<file path="config.mk">
export PLATFORM = sky130hd
export DESIGN_NAME = enc_rr_queue_flat
export DESIGN_NICKNAME = d
export VERILOG_FILES = /design/src/rtl/enc_rr_queue_if.sv /design/src/rtl/enc_rr_queue.sv /design/src/flat_wrapper.sv
export SDC_FILE = /design/constraint.sdc
export NUM_CORES = 1
export LEC_CHECK = 0
export ABC_AREA = 1
export CAP_MARGIN = 25
export CORE_MARGIN = 5
export CORE_UTILIZATION = 43
export DETAILED_ROUTE_END_ITERATION = 8
export HOLD_SLACK_MARGIN = 0.05
export PLACE_DENSITY_LB_ADDON = 0.3
export REMOVE_ABC_BUFFERS = 1
export SYNTH_ARGS = -nofsm -noshare
export SYNTH_HDL_FRONTEND = slang
export SYNTH_SLANG_ARGS = --single-unit
</file>
<file path="constraint.sdc">
create_clock -name clk -period 1.7 [get_ports clk]
set_clock_uncertainty 0.2 [all_clocks]
set_input_delay 0.255 -clock clk [delete_from_list [all_inputs] [get_ports clk]]
set_output_delay 0.255 -clock clk [all_outputs]
set_load 0.01 [all_outputs]
</file>
<file path="src/rtl/enc_rr_queue_if.sv">
// Handshake bundle for enc_rr_queue.
//   master : request/consumer side (drives en, a, ready; observes y, valid, pend, drop)
//   slave  : encoder side (observes en, a, ready; drives y, valid, pend, drop)
interface enc_rr_queue_if #(
  parameter int N = 8
) ();
  localparam int W = $clog2(N);

  logic         en;
  logic [N-1:0] a;
  logic [W-1:0] y;
  logic         valid;
  logic         ready;
  logic [N-1:0] pend;
  logic         drop;

  modport master (output en, a, ready, input y, valid, pend, drop);
  modport slave  (input en, a, ready, output y, valid, pend, drop);
endinterface

</file>
<file path="src/rtl/enc_rr_queue.sv">
// Registered request encoder with a pending register and valid/ready output.
// Requests on bus.a (gated by bus.en) are OR-ed into a pending register; one
// pending bit per cycle is encoded into bus.y, either lowest-index-first
// (MODE=0) or round-robin from a rotating pointer (MODE=1).
//   clk   : rising-edge clock
//   rst   : synchronous reset, active-high
//   bus   : slave modport -- en, a, ready in; y, valid, pend, drop out
module enc_rr_queue #(
  parameter int N    = 8,
  parameter int MODE = 0
) (
  input  logic         clk,
  input  logic         rst,
  enc_rr_queue_if.slave bus
);
  localparam int W = $clog2(N);

  logic [N-1:0] pend;
  logic [W-1:0] y;
  logic         valid;
  logic         drop;
  logic [W-1:0] ptr;

  logic [W-1:0] sel;
  logic         load;
  logic [N-1:0] clr;
  logic [W-1:0] ptr_nxt;
  logic [N-1:0] cap;

  // Scan start is 0 for fixed priority, ptr for round-robin; the scan index
  // wraps explicitly so non-power-of-two N works.
  always_comb begin
    int idx;
    logic found;
    sel   = '0;
    found = 1'b0;
    idx   = 0;
    for (int k = 0; k < N; k++) begin
      if (MODE == 0) begin
        idx = k;
      end else begin
        idx = int'(ptr) + k;
        if (idx >= N) idx = idx - N;
      end
      if (!found && pend[idx]) begin
        sel   = W'(idx);
        found = 1'b1;
      end
    end
  end

  // Output register is free when empty or being drained this cycle.
  assign load    = (!valid || bus.ready) && (pend != '0);
  assign clr     = load ? ({{(N-1){1'b0}}, 1'b1} << sel) : '0;
  assign ptr_nxt = (sel == W'(N - 1)) ? '0 : sel + 1'b1;
  assign cap     = bus.en ? bus.a : '0;

  always_ff @(posedge clk) begin
    if (rst) begin
      pend  <= '0;
      y     <= '0;
      valid <= 1'b0;
      drop  <= 1'b0;
      ptr   <= '0;
    end else begin
      // New captures are OR-ed after the clear, so a same-cycle re-request
      // of the granted bit keeps it pending.
      pend <= (pend & ~clr) | cap;
      drop <= |(cap & pend & ~clr);
      if (load) begin
        y     <= sel;
        valid <= 1'b1;
        if (MODE != 0) ptr <= ptr_nxt;
      end else if (valid && bus.ready) begin
        valid <= 1'b0;
      end
    end
  end

  assign bus.y     = y;
  assign bus.valid = valid;
  assign bus.pend  = pend;
  assign bus.drop  = drop;
endmodule

</file>
<file path="src/flat_wrapper.sv">
// flat-port wrapper written by rule: the top's interface ports become plain ports
module enc_rr_queue_flat 
#(
  parameter int N    = 8,
  parameter int MODE = 0
)
  (clk, rst, bus_en, bus_a, bus_ready, bus_y, bus_valid, bus_pend, bus_drop);
  enc_rr_queue_if #(.N(N)) bus_i ();
  input  logic clk;
  input  logic rst;
  input wire logic [$bits(bus_i.en)-1:0] bus_en;
  input wire logic [$bits(bus_i.a)-1:0] bus_a;
  input wire logic [$bits(bus_i.ready)-1:0] bus_ready;
  output wire logic [$bits(bus_i.y)-1:0] bus_y;
  output wire logic [$bits(bus_i.valid)-1:0] bus_valid;
  output wire logic [$bits(bus_i.pend)-1:0] bus_pend;
  output wire logic [$bits(bus_i.drop)-1:0] bus_drop;
  assign bus_i.en = bus_en;
  assign bus_i.a = bus_a;
  assign bus_i.ready = bus_ready;
  assign bus_y = bus_i.y;
  assign bus_valid = bus_i.valid;
  assign bus_pend = bus_i.pend;
  assign bus_drop = bus_i.drop;
  enc_rr_queue #(.N(N), .MODE(MODE)) u_core (.clk(clk), .rst(rst), .bus(bus_i));
endmodule
</file>
==> flow_summary.toml <==
[run_status]
status = "completed"

[route]
drt_wirelength_um = 1930
avgRoutedWirePerCell_um = 11.8
route.detailed.drc = 0
drt-pass1-iter-count = 4
drt_iter0_markers = 31
drt_via_density = 5.12
via_count = 840
final_antenna_net_count = 0

[place]
dp_hpwl_um = 1490
gpl.final_weighted_congestion = 0.856
input_output_buffers = 24

[global_route]
grt_remaining_overflow = 0
antenna_found_initial = 0
grt_pass1_vias = 754
grt_start_max_net_pins = 10
grt_use_total = 0.155
global_route_wire_length_before_repair_um = 3130

[final_layout]
syn2layout_area_growth_pct = 54.7
mostFrequentLayoutCell = "sky130_fd_sc_hd__nand2_1"
most-common-layout-cells = "sky130_fd_sc_hd__nand2_1, sky130_fd_sc_hd__clkdlybuf4s50_1, sky130_fd_sc_hd__inv_1"
final_net_count = 161
drive_above_1_share = 0.223
num_antenna_cells = 0

[sta]
tightest_slew_ns = 0.322
fin_worst_hold_slack_ns = 0.297
hold_violations = 0
relSlewSlack = 0.785
rsz0062_at_grt = "true"
max_clock_freq_ghz = 0.598
fin_crit_sh = 0.983
setup_tns_ns = 0
final-max-slew-violation-count = 0
period_minus_slack_ns = 1.67
setup_viol = 0

[worst_setup_path]
crit_end = "u_core.bus.drop"
path_cells = "buf_4 > a21oi_1 > nor2_1 > nor2_1 > nand3_1 > o21bai_2 > nand4_1 > nand2_1 > inv_1"
endpoint_kind = "flip-flop"
critPathMostFrequentCell = "sky130_fd_sc_hd__nor2_1"
worstPathRequired_ns = 1.69
timing.critical_path.max_delay_family = "simple AND/OR/NAND/NOR gates"
rr_worst_depth = 9
cpPeakStageDelay_ns = 0.34
worstSetupStartpointType = "flip-flop"
setup.worst_path.start = "u_core.bus.pend[3]"
cp.buffers_inverters = 2
path_class = "flip-flop to flip-flop"
crit_fanout = 5
crit_cells = 9
rrSetupSlack_ns = 0.03
worst_r2r_startpoint = "u_core.bus.pend[3]"
crit-reg2reg-capture = "u_core.bus.drop"
worst_path_max_delay_cell = "sky130_fd_sc_hd__dfxtp_1"
cp_data_arrival_time_ns = 1.66

[clocking]
clockRootBuffer = "sky130_fd_sc_hd__clkbuf_4"
ctsHtreeMaxLevel = 1
clock-sinks = 13
ctsHoldBuffers = 0
tritoncts = "yes"
clock_insertion_delay_at_the_later_pin_of_the_skew_report_ns = 0.28
cts_setup_buffers = 0
max-clock-path-buffers = 2
cts_inserted_buffers = 3
clk_pin_slew_worst_paths_ns = 0.08

[synthesis]
synth_simple_gate_area_frac = 0.386
netlist_instances = 110
post_synthesis_compound_gate_area_fraction = 0.152
synth_top_family_by_area = "simple AND/OR/NAND/NOR gates"
synth_area_um2 = 726
yosys_warnings = 0
syn_avg_cell_area_um2 = 6.60
synth_cell_types = 22
ys_seq_area_frac = 0.359
synth_xor_xnor_area_share = 0
synth_mux_area_frac = 0
synth_fa_ha_area_frac = 0
yosys_reg_bits = 13

[pwr]
power_density_mw_per_mm2 = 769
peakVddDrop_mv = 0.493
power.static_leakage_nw = 0.570

[floorplan]
initial_util = 0.465
overall_die_width_um = 51.1
dieHeight_um = 51.1
floorplan.die_area_mm2 = 0.00261
rows = 14
boundaryPins = 25
fp.coreArea_mm2 = 0.00156

[job]
drv.max_cap_violation_count = 0

[hold_path]
worstHoldPathCells = 2
min-delay-path-class = "flip-flop to flip-flop"
==> logic make-up (layout without fill, tap and decap cells) <==
| kind of cell | Yosys count | count (layout) |
|---|---|---|
| AND/OR/NAND/NOR | 62 | 62 |
| AO/OA/AOI/OAI | 18 | 18 |
| buffers and inverters | 17 | 55 |
| flip-flops | 13 | 13 |
==> layer usage <==
| metal | GRT usage | vias to the layer above | share of wire |
|---|---|---|---|
| met5 | 0 | - | 0 |
| met3 | 0.0407 | 4 | 0.063 |
| met2 | 0.264 | 25 | 0.48 |
| met4 | 0.0583 | 0 | 0.011 |
| met1 | 0.186 | 379 | 0.44 |
| li1 | - | 432 | - |
==> worst register-to-register path: stages, from the launching register on <==
cell	delay, ns
sky130_fd_sc_hd__dfxtp_1	0.34
sky130_fd_sc_hd__buf_4	0.16
sky130_fd_sc_hd__a21oi_1	0.16
sky130_fd_sc_hd__nor2_1	0.06
sky130_fd_sc_hd__nor2_1	0.16
sky130_fd_sc_hd__nand3_1	0.13
sky130_fd_sc_hd__o21bai_2	0.15
sky130_fd_sc_hd__nand4_1	0.11
sky130_fd_sc_hd__nand2_1	0.07
sky130_fd_sc_hd__inv_1	0.04
==> state kept, by name (all words and copies together), names as in the netlist <==
signal	cells
u_core.bus.y	3
u_core.bus.drop	1
u_core.bus.valid	1
u_core.bus.pend	8
==> what timing repair did <==
action / in CTS / in global routing
resized for setup: 9 / 10
setup endpoints to repair: 9 / 9
pin swaps: 0 / 1
endpoints found under the hold margin: 0 / 0
==> cells in the mapped netlist <==
cell                       count  area (um^2)
sky130_fd_sc_hd__nor3_1        1         5.00
sky130_fd_sc_hd__o211ai_1      3         22.5
sky130_fd_sc_hd__dfxtp_1      13          260
sky130_fd_sc_hd__o21ai_1       1         5.00
sky130_fd_sc_hd__nor2_1       15         56.3
sky130_fd_sc_hd__o21ai_2       1         8.76
sky130_fd_sc_hd__inv_2         1         3.75
sky130_fd_sc_hd__o21ai_0       1         5.00
sky130_fd_sc_hd__inv_1        14         52.6
sky130_fd_sc_hd__nand2_2       2         12.5
sky130_fd_sc_hd__or2_2         1         6.26
sky130_fd_sc_hd__nand2_1      27          101
sky130_fd_sc_hd__o31ai_1       1         7.51
sky130_fd_sc_hd__nand3_2       2         20.0
sky130_fd_sc_hd__buf_6         1         11.3
sky130_fd_sc_hd__o21bai_2      1         11.3
sky130_fd_sc_hd__a21oi_1      10         50.1
sky130_fd_sc_hd__or2_0         1         6.26
sky130_fd_sc_hd__nand3_1       7         35.0
sky130_fd_sc_hd__nor2_2        2         12.5
sky130_fd_sc_hd__nand4_1       4         25.0
sky130_fd_sc_hd__buf_4         1         7.51
==> through the flow <==
step	total power [mW]	utilization	area [um^2]	instances	setup WS, ns
2_1_floorplan	0.505	-	707	108	0.113
3_3_place_gp	0.650	0.678	1060	160	-0.114
3_5_place_dp	0.659	0.678	1060	160	-0.180
4_1_cts	0.853	0.698	1090	164	-0.0231
5_1_grt	0.913	0.720	1120	164	-0.0210
6_report	0.863	0.720	1120	164	0.0287
==> area by class of cell <==
type,instances,area [um^2]
sequential,13,267
clock buffer,4,26.3
timing repair buffer,36,335
tap,16,20.0
multi-input combinational,80,418
inverter,15,56.3
fill,130,437
==> power by group <==
part	total, mW	switching (mW)	internal [mW]
logic	0.301	0.151	0.151
clock network	0.200	0.109	0.0911
registers	0.362	0.0255	0.337
total	0.863	0.285	0.579
==> how the worst min path moves through the flow <==
stage                             from                 end
CTS                 u_core.bus.pend[4]  u_core.bus.pend[4]
global route        u_core.bus.pend[6]  u_core.bus.pend[6]
detailed placement     u_core.bus.y[2]     u_core.bus.y[2]
global placement       u_core.bus.y[0]     u_core.bus.y[0]
finish              u_core.bus.pend[6]  u_core.bus.pend[6]
floorplan                          rst  u_core.bus.pend[0]
Note: power is estimated with default switching activity, not from simulation.
